**src/rtl/fetch_pkg.sv**
```systemverilog
// Shared types and constants for the instruction-fetch stage.
package fetch_pkg;

  // Fetch sequencer states.
  typedef enum logic [1:0] {
    BOOT  = 2'd0,
    FETCH = 2'd1,
    HOLD  = 2'd2
  } fetch_state_e;

  // Default first fetch address after reset.
  localparam logic [31:0] DEFAULT_RESET_PC = 32'h0000_0000;

  // Instruction field positions (MIPS encoding).
  localparam int OP_MSB    = 31;
  localparam int OP_LSB    = 26;
  localparam int FUNCT_MSB = 5;
  localparam int FUNCT_LSB = 0;
  localparam int IMM_MSB   = 15;
  localparam int JIDX_MSB  = 25;

  // Sign-extend a 16-bit immediate to a 32-bit word.
  function automatic logic [31:0] sign_ext16(input logic [15:0] imm);
    return {{16{imm[15]}}, imm};
  endfunction

endpackage

```
**src/rtl/pc_next.sv**
```systemverilog
// Next-PC selection for a retired instruction: jump, taken branch, or
// sequential. Purely combinational so the target arithmetic can be
// exercised on its own.
module pc_next
  import fetch_pkg::*;
(
  input  logic [31:0] pc,
  input  logic [31:0] instr,
  input  logic        pcsrc,
  input  logic        jump,
  output logic [31:0] next_pc
);

  logic [31:0]              pcplus4;
  logic [31:0]              branch_off;
  logic [OP_MSB-JIDX_MSB-1:0] unused_op_bits;

  assign pcplus4    = pc + 32'd4;
  // Branch offset is a word offset; modulo-2^32 add wraps silently.
  assign branch_off = sign_ext16(instr[IMM_MSB:0]) << 2;

  // The opcode field does not take part in target computation.
  assign unused_op_bits = instr[OP_MSB:JIDX_MSB+1];

  // Select target: jump has priority over a taken branch.
  always_comb begin
    next_pc = pcplus4;
    if (jump) begin
      next_pc = {pcplus4[31:28], instr[JIDX_MSB:0], 2'b00};
    end else if (pcsrc) begin
      next_pc = pcplus4 + branch_off;
    end
  end

endmodule

```
**src/rtl/fetch_unit.sv**
```systemverilog
// Instruction-fetch stage: owns the PC and instruction register, fetches
// from instruction memory over a req/ack handshake and hands the latched
// instruction to the controller/datapath until it is retired.
// Optional build macro: FETCH_PERFCNT_EN adds retired_cnt / stall_cnt.
//
// Memory handshake: imem_req is high exactly while in FETCH; imem_addr is
// held at the PC and does not change while imem_req is high. A transfer
// completes on any rising edge where imem_req and imem_ack are both high
// (ack may come in the same cycle as the request). imem_ack with imem_req
// low is ignored. Downstream handshake: instr_valid is high while an
// instruction is held; a cycle with instr_valid and retire both high
// consumes it, and pcsrc/jump are only looked at in that cycle.
module fetch_unit
  import fetch_pkg::*;
#(
  parameter logic [31:0] RESET_PC = DEFAULT_RESET_PC,
  parameter int          WIDTH    = 32
) (
  input  logic             clk,
  input  logic             reset,
  output logic             imem_req,
  output logic [WIDTH-1:0] imem_addr,
  input  logic [WIDTH-1:0] imem_rdata,
  input  logic             imem_ack,
  output logic [WIDTH-1:0] instr,
  output logic [5:0]       op,
  output logic [5:0]       funct,
  output logic [WIDTH-1:0] pcplus4,
  output logic             instr_valid,
  input  logic             retire,
  input  logic             pcsrc,
  input  logic             jump,
`ifdef FETCH_PERFCNT_EN
  output logic [31:0]      retired_cnt,
  output logic [31:0]      stall_cnt,
`endif
  output fetch_state_e     dbg_state
);

  // PC is always word aligned, including the reset value.
  localparam logic [WIDTH-1:0] RESET_PC_ALIGNED = {RESET_PC[WIDTH-1:2], 2'b00};

  fetch_state_e     state_q, state_d;
  logic [WIDTH-1:0] pc_q, pc_d;
  logic [WIDTH-1:0] instr_q, instr_d;
  logic [WIDTH-1:0] next_pc;

  // Target computation for the instruction currently held.
  pc_next u_pc_next (
    .pc      (pc_q),
    .instr   (instr_q),
    .pcsrc   (pcsrc),
    .jump    (jump),
    .next_pc (next_pc)
  );

  // State, PC and instruction registers.
  always_ff @(posedge clk) begin
    if (reset) begin
      state_q <= BOOT;
      pc_q    <= RESET_PC_ALIGNED;
      instr_q <= '0;
    end else begin
      state_q <= state_d;
      pc_q    <= pc_d;
      instr_q <= instr_d;
    end
  end

  // Next-state logic and handshake outputs.
  always_comb begin
    state_d     = state_q;
    pc_d        = pc_q;
    instr_d     = instr_q;
    imem_req    = 1'b0;
    instr_valid = 1'b0;
    unique case (state_q)
      BOOT: begin
        state_d = FETCH;
      end
      FETCH: begin
        imem_req = 1'b1;
        if (imem_ack) begin
          instr_d = imem_rdata;
          state_d = HOLD;
        end
      end
      HOLD: begin
        instr_valid = 1'b1;
        if (retire) begin
          pc_d    = {next_pc[WIDTH-1:2], 2'b00};
          state_d = FETCH;
        end
      end
      default: begin
        state_d = BOOT;
      end
    endcase
  end

  // Datapath outputs are straight views of the registers.
  assign imem_addr = pc_q;
  assign instr     = instr_q;
  assign op        = instr_q[OP_MSB:OP_LSB];
  assign funct     = instr_q[FUNCT_MSB:FUNCT_LSB];
  assign pcplus4   = pc_q + WIDTH'(4);
  assign dbg_state = state_q;

`ifdef FETCH_PERFCNT_EN
  logic [31:0] retired_cnt_q, retired_cnt_d;
  logic [31:0] stall_cnt_q, stall_cnt_d;

  // Count accepted retires and FETCH cycles spent waiting on memory.
  always_comb begin
    retired_cnt_d = retired_cnt_q;
    stall_cnt_d   = stall_cnt_q;
    if (state_q == HOLD && retire) begin
      retired_cnt_d = retired_cnt_q + 32'd1;
    end
    if (state_q == FETCH && !imem_ack) begin
      stall_cnt_d = stall_cnt_q + 32'd1;
    end
  end

  // Counter registers, wrapping at 2^32.
  always_ff @(posedge clk) begin
    if (reset) begin
      retired_cnt_q <= '0;
      stall_cnt_q   <= '0;
    end else begin
      retired_cnt_q <= retired_cnt_d;
      stall_cnt_q   <= stall_cnt_d;
    end
  end

  assign retired_cnt = retired_cnt_q;
  assign stall_cnt   = stall_cnt_q;
`endif

  // Request and address stay put until the memory acknowledges.
  a_req_stable: assert property (@(posedge clk) disable iff (reset)
    (imem_req && !imem_ack) |=> (imem_req && $stable(imem_addr)));

  // The PC never leaves word alignment.
  a_pc_aligned: assert property (@(posedge clk) pc_q[1:0] == 2'b00);

endmodule
```
**config.mk**
```make
export PLATFORM = sky130hd
export DESIGN_NAME = fetch_unit
export DESIGN_NICKNAME = d
export VERILOG_FILES = /design/src/rtl/fetch_pkg.sv /design/src/rtl/pc_next.sv /design/src/rtl/fetch_unit.sv
export SDC_FILE = /design/constraint.sdc
export NUM_CORES = 1
export LEC_CHECK = 0
export CAP_MARGIN = 20
export CORE_MARGIN = 1.5
export CORE_UTILIZATION = 30
export DETAILED_ROUTE_END_ITERATION = 8
export GPL_TIMING_DRIVEN = 0
export HOLD_SLACK_MARGIN = 0.05
export SYNTH_ARGS = -nofsm -noshare
export SYNTH_HDL_FRONTEND = slang
export SYNTH_SLANG_ARGS = --single-unit
```
**constraint.sdc**
```tcl
create_clock -name clk -period 3.37 [get_ports clk]
set_input_delay 0.674 -clock clk [delete_from_list [all_inputs] [get_ports clk]]
set_output_delay 0.674 -clock clk [all_outputs]
set_load 0.005 [all_outputs]
```
[After elaboration in Yosys (flattened, before gate mapping)]
Cells that the tools add are included.
Operators by class
  muxes and demuxes: 7
  eq/ne operators: 4
  reduce and logical (&&, ||, !) cells: 4
  add/sub/neg operators: 2
Operators by type and width (count)
  two-way mux 32 bit: 2
  adder 32 x 3 -> 32 bit (second input constant): 1
  adder 32 bit: 1
  one-hot mux 2 bit (3 select lines): 1
  AND reduction 2 bit: 3
  two-way mux 2 bit: 2
  inequality test 2 bit (second input constant): 2
  equality test 2 x 1 -> 1 bit (second input constant): 1
  equality test 2 bit (second input constant): 1
  logical NOT 2 bit: 1
  two-way mux 1 bit: 2
Storage, ports and cells
  output and inout bits: 112
  register bits: 64
  word-level logic and storage cells: 20
  input port bits: 38

[Logic depth before layout (Yosys ltp)]
  word-level depth: 4
  mapped depth: 16
  depth with buffers taken out: 15

[By module]
A second synthesis with hierarchy kept.
Unflattened totals
  cell total of the unflattened synthesis: 780
  area, all modules: 5698.0 um^2
Modules (own cells, without submodules)
  fetch_unit: instances 1, cells an instance 380, area an instance 2901.5 um^2, sequential area each 1281.2 um^2
  pc_next: instances 1, cells an instance 400, area an instance 2796.4 um^2, sequential area each 0.0 um^2

[Worst setup path after synthesis]
No wires, ideal clock.
  path type: register to register
  start point: register pc_q[2], in the netlist imem_addr[2]
  end point: register pc_q[27], in the netlist imem_addr[27]
  data arrival time: 3.435 ns
  stages on the path, launching flop included: 17
  library setup time: 0.079 ns
  required time: 3.291 ns
  buffers on the path: 1
  setup slack: -0.145 ns
  period minus slack after synthesis: 3.515 ns
  cells stage by stage: dfxtp_1 > ha_1 > and4_1 > nand4_1 > nor2_1 > nand2_1 > xnor2_1 > ha_1 > clkbuf_1 > a21o_1 > a21o_1 > a21o_1 > a21oi_1 > mux2_2 > a211oi_1 > a21oi_1 > a211oi_2
Between the ends
  cells in the longest elaborated chain, start to end: 4
RTL lines
  start: declaration: line fetch_unit.sv:44  | logic [WIDTH-1:0] pc_q, pc_d;
  start signal: assignment: line fetch_unit.sv:65  | pc_q <= pc_d;
  adder 32 x 3 -> 32 bit
  net pcplus4[20]: line fetch_unit.sv:28  | output logic [WIDTH-1:0] pcplus4,
  adder 32 bit: line pc_next.sv:31  | next_pc = pcplus4 + branch_off;
  two-way mux 32 bit: line pc_next.sv:30  | end else if (pcsrc) begin
  two-way mux 32 bit: line pc_next.sv:28  | if (jump) begin
The timed path passes the listed nets, and every way through them passes these cells.
A chain may end at the register's enable or synchronous reset.

[Worst setup path in the final report]
  start point: register pc_q[10], in the netlist imem_addr[10]
  end point: register pc_q[28], in the netlist imem_addr[28]
Between the ends
  cells in the longest elaborated chain, start to end: 4
RTL lines
  adder 32 x 3 -> 32 bit (*): line pc_next.sv:18  | assign pcplus4 = pc + 32'd4;
  adder 32 bit: line pc_next.sv:31
  two-way mux 32 bit: line pc_next.sv:30
  two-way mux 32 bit (*): line pc_next.sv:28
Mark *: on every way between the ends. The rest lies on a longest branch, timed or not.

==> flow_summary.json <==
{
  "outcome": "complete, but fails checks",
  "violations": "negative setup slack",
  "yosys-top-cells-area": "dfxtp_1, a21oi_1, nand2_1, ha_1, xor2_1",
  "dieArea_sq_um": 18200,
  "synth_top_area_share_pct": 24.6,
  "synth_top_cell_by_area": "dfxtp_1",
  "firstDrtPassIters": 5,
  "synth.most_common_cell": "nand2_1",
  "grt_pass1_vias": 5615,
  "viasPerCell": 5.32,
  "root_buffer": "clkbuf_16",
  "htree_num_levels": 3,
  "num_io_pins": 150,
  "drt_iter0_markers": 434,
  "ys_seq_area_share_pct": 24.6,
  "synth-simple-area-share_pct": 24.5,
  "routed_wl_microns": 20600,
  "cts_tree": "done",
  "path_max_fanout": 4,
  "grt_first_pass_wirelength_microns": 30700,
  "syn_avg_cell_area_sq_um": 7.39,
  "maxSlewViolCount": 0,
  "synth.distinct_cells": 71,
  "hold_viol": 0,
  "vdd_drop_max_mv": 0.234,
  "postLayoutCellArea_sq_um": 8400,
  "p_leak_uw": 0.00341,
  "antenna_found_initial": 0,
  "cap_viol_max_count": 0,
  "synth_commonest_cells": "nand2_1, a21oi_1, dfxtp_1",
  "synthesis.area_sq_um": 5210,
  "track_usage_pct": 21.7,
  "drc": 0,
  "io_buffers": 143,
  "die_x_microns": 135,
  "cts_buffers": 9,
  "clock_path_buffers": 2,
  "worst_slew_pin_slew_ps": 721,
  "crit_type": "reg2reg",
  "ys_ff_latch": 64,
  "setup_viol": 4,
  "period_needed_ps": 3410,
  "dp_hpwl_microns": 15000,
  "crit_path_end_kind": "register",
  "synth_top_family_by_area": "compound AO/OA/AOI/OAI gates",
  "arrival_ps": 3670,
  "clock_latency_ps": 340,
  "synthCells": 705,
  "grt_max_degree": 27,
  "fin_ws_ps": -36.9,
  "crit_path_start_kind": "register",
  "synth_compound_area_share_pct": 27.7,
  "std_cell_rows": 48,
  "drive_gt1_share_pct": 22.0,
  "nets": 982,
  "syn_to_final_growth_pct": 61.2,
  "vias": 6049,
  "synth_edf_count": 0,
  "skew_ps": 6.75,
  "required_ps": 3630,
  "ys_async_sr_fraction_pct": 0,
  "core_area_sq_um": 17100,
  "placed_area_sq_um": 6960,
  "wl_per_cell_microns": 18.1,
  "fmax_ghz": 0.294,
  "slew_headroom_pct": 52.0,
  "setup_tns_ps": -83.2,
  "ys.flop_type": "dfxtp_1",
  "muxShareOfSynthArea_pct": 1.01,
  "die_h_microns": 135,
  "ys_warn_count": 0,
  "start_util_pct": 30.5,
  "num_antenna_cells": 0,
  "synth-xor-area-share_pct": 7.39,
  "gp_congestion": 0.915,
  "rsz0062_at_grt": "true",
  "p_per_area_nw_per_um2": 270,
  "clkSlewWorstSetupHoldPaths_ps": 60,
  "timing.final.crit_share_pct": 101,
  "ant_nets": 0,
  "grt_overflow_total": 0,
  "synth_fa_ha_area_share_pct": 9.03,
  "hold_path_class": "reg2reg",
  "clock-sinks": 64
}
cells in the final DEF (no fill, tap or decap), types with 5 or more instances in the layout:
| cell | Yosys | layout |
|---|---|---|
| a21oi_2 | 0 | 8 |
| a21oi_1 | 98 | 89 |
| nor2_4 | 0 | 5 |
| o211ai_1 | 17 | 17 |
| a211oi_1 | 9 | 6 |
| clkbuf_16 | 0 | 9 |
| and2_1 | 9 | 5 |
| nor3_1 | 10 | 7 |
| ha_4 | 0 | 15 |
| xnor2_2 | 0 | 8 |
| xor2_2 | 0 | 8 |
| a21o_1 | 19 | 19 |
| dfxtp_4 | 0 | 8 |
| buf_4 | 17 | 57 |
| o21ai_0 | 24 | 21 |
| nand2b_1 | 9 | 9 |
| inv_1 | 11 | 11 |
| a211o_1 | 5 | 5 |
| nand3_1 | 21 | 18 |
| nand2_1 | 128 | 126 |
| and3_1 | 18 | 13 |
| dfxtp_1 | 64 | 45 |
| xnor2_1 | 20 | 9 |
| ha_1 | 36 | 19 |
| nor2_1 | 43 | 37 |
| dfxtp_2 | 0 | 11 |
| xor2_1 | 24 | 14 |
| o21ai_1 | 5 | 6 |
| clkbuf_1 | 31 | 31 |
| clkdlybuf4s50_1 | 0 | 138 |
layer usage:
metal / wire length (microns) / global-route usage (%) / vias to the layer above
met4: 420 / 7.65 / 0
met1: 9130 / 28.9 / 2853
li1: - / - / 2923
met2: 9320 / 34.5 / 246
met5: 0 / 0 / -
met3: 1690 / 5.03 / 27
area by class of cell:
type,instances,area [sq um]
Clock inverter,3,65.1
Buffer,48,244
Fill cell,1633,8710
Clock buffer,12,256
Sequential cell,64,1330
Inverter,13,48.8
Tap cell,225,282
Timing Repair Buffer,189,1830
Multi-Input combinational cell,582,4350
stage by stage:
step,util (%),hold WS [ps],power [uW],instances,worst slack (ps)
floorplan,-,461,1010,708,-15.9
global placement,40.6,465,1190,1076,-697
detailed placement,40.6,468,1200,1076,-671
CTS,46.2,477,2250,1126,-48.9
global route,49.1,502,2350,1136,-175
finish,49.1,475,2270,1136,-36.9
registers in the layout, indices dropped and copies added (netlist names):
register	cells
instr	32
imem_addr	30
dbg_state	2
cell families after synthesis:
family	after synthesis
AND/OR/NAND/NOR	268
AO/OA/AOI/OAI	224
flip-flops	64
buffers and inverters	62
XOR/XNOR	44
adder cells (fa/ha/maj)	37
multiplexers	5
other	1
final timing paths:
check / from / end / slack (ps) / depth (start not counted)
max: imem_addr[10]$_SDFFE_PP0P_ / imem_addr[28]$_SDFFE_PP0P_ / -40 / 14
min: instr[26]$_SDFFE_PP0P_ / instr[26]$_SDFFE_PP0P_ / 470 / 2
max reg2reg: imem_addr[10]$_SDFFE_PP0P_ / imem_addr[28]$_SDFFE_PP0P_ / -40 / 14
min reg2reg: instr[26]$_SDFFE_PP0P_ / instr[26]$_SDFFE_PP0P_ / 470 / 2
critical path: stages, from the launching register on:
cell,delay (ps)
dfxtp_4,380
and4_4,240
nand4_4,220
buf_6,200
nor2_4,100
xnor2_2,130
ha_2,320
a21o_1,200
a211o_1,320
nand2_1,100
a31oi_2,60
a21o_1,200
a221oi_2,320
mux2_4,330
a211oi_2,210
power breakdown:
| part | total, uW | switching (uW) | internal [uW] | leakage [uW] |
|---|---|---|---|---|
| logic | 406 | 200 | 207 | 0.00272 |
| registers | 818 | 41.2 | 777 | 0.000531 |
| clock network | 1040 | 361 | 683 | 0.000159 |
timing repair:
action / in CTS / in global routing
hold buffers: 0 / 0
gates resized for setup: 80 / 69
pin swaps: 27 / 43
setup endpoints to repair: 28 / 19
endpoints found under the hold margin: 0 / 0
setup buffers: 36 / 9
(Power assumes the default switching activity.)
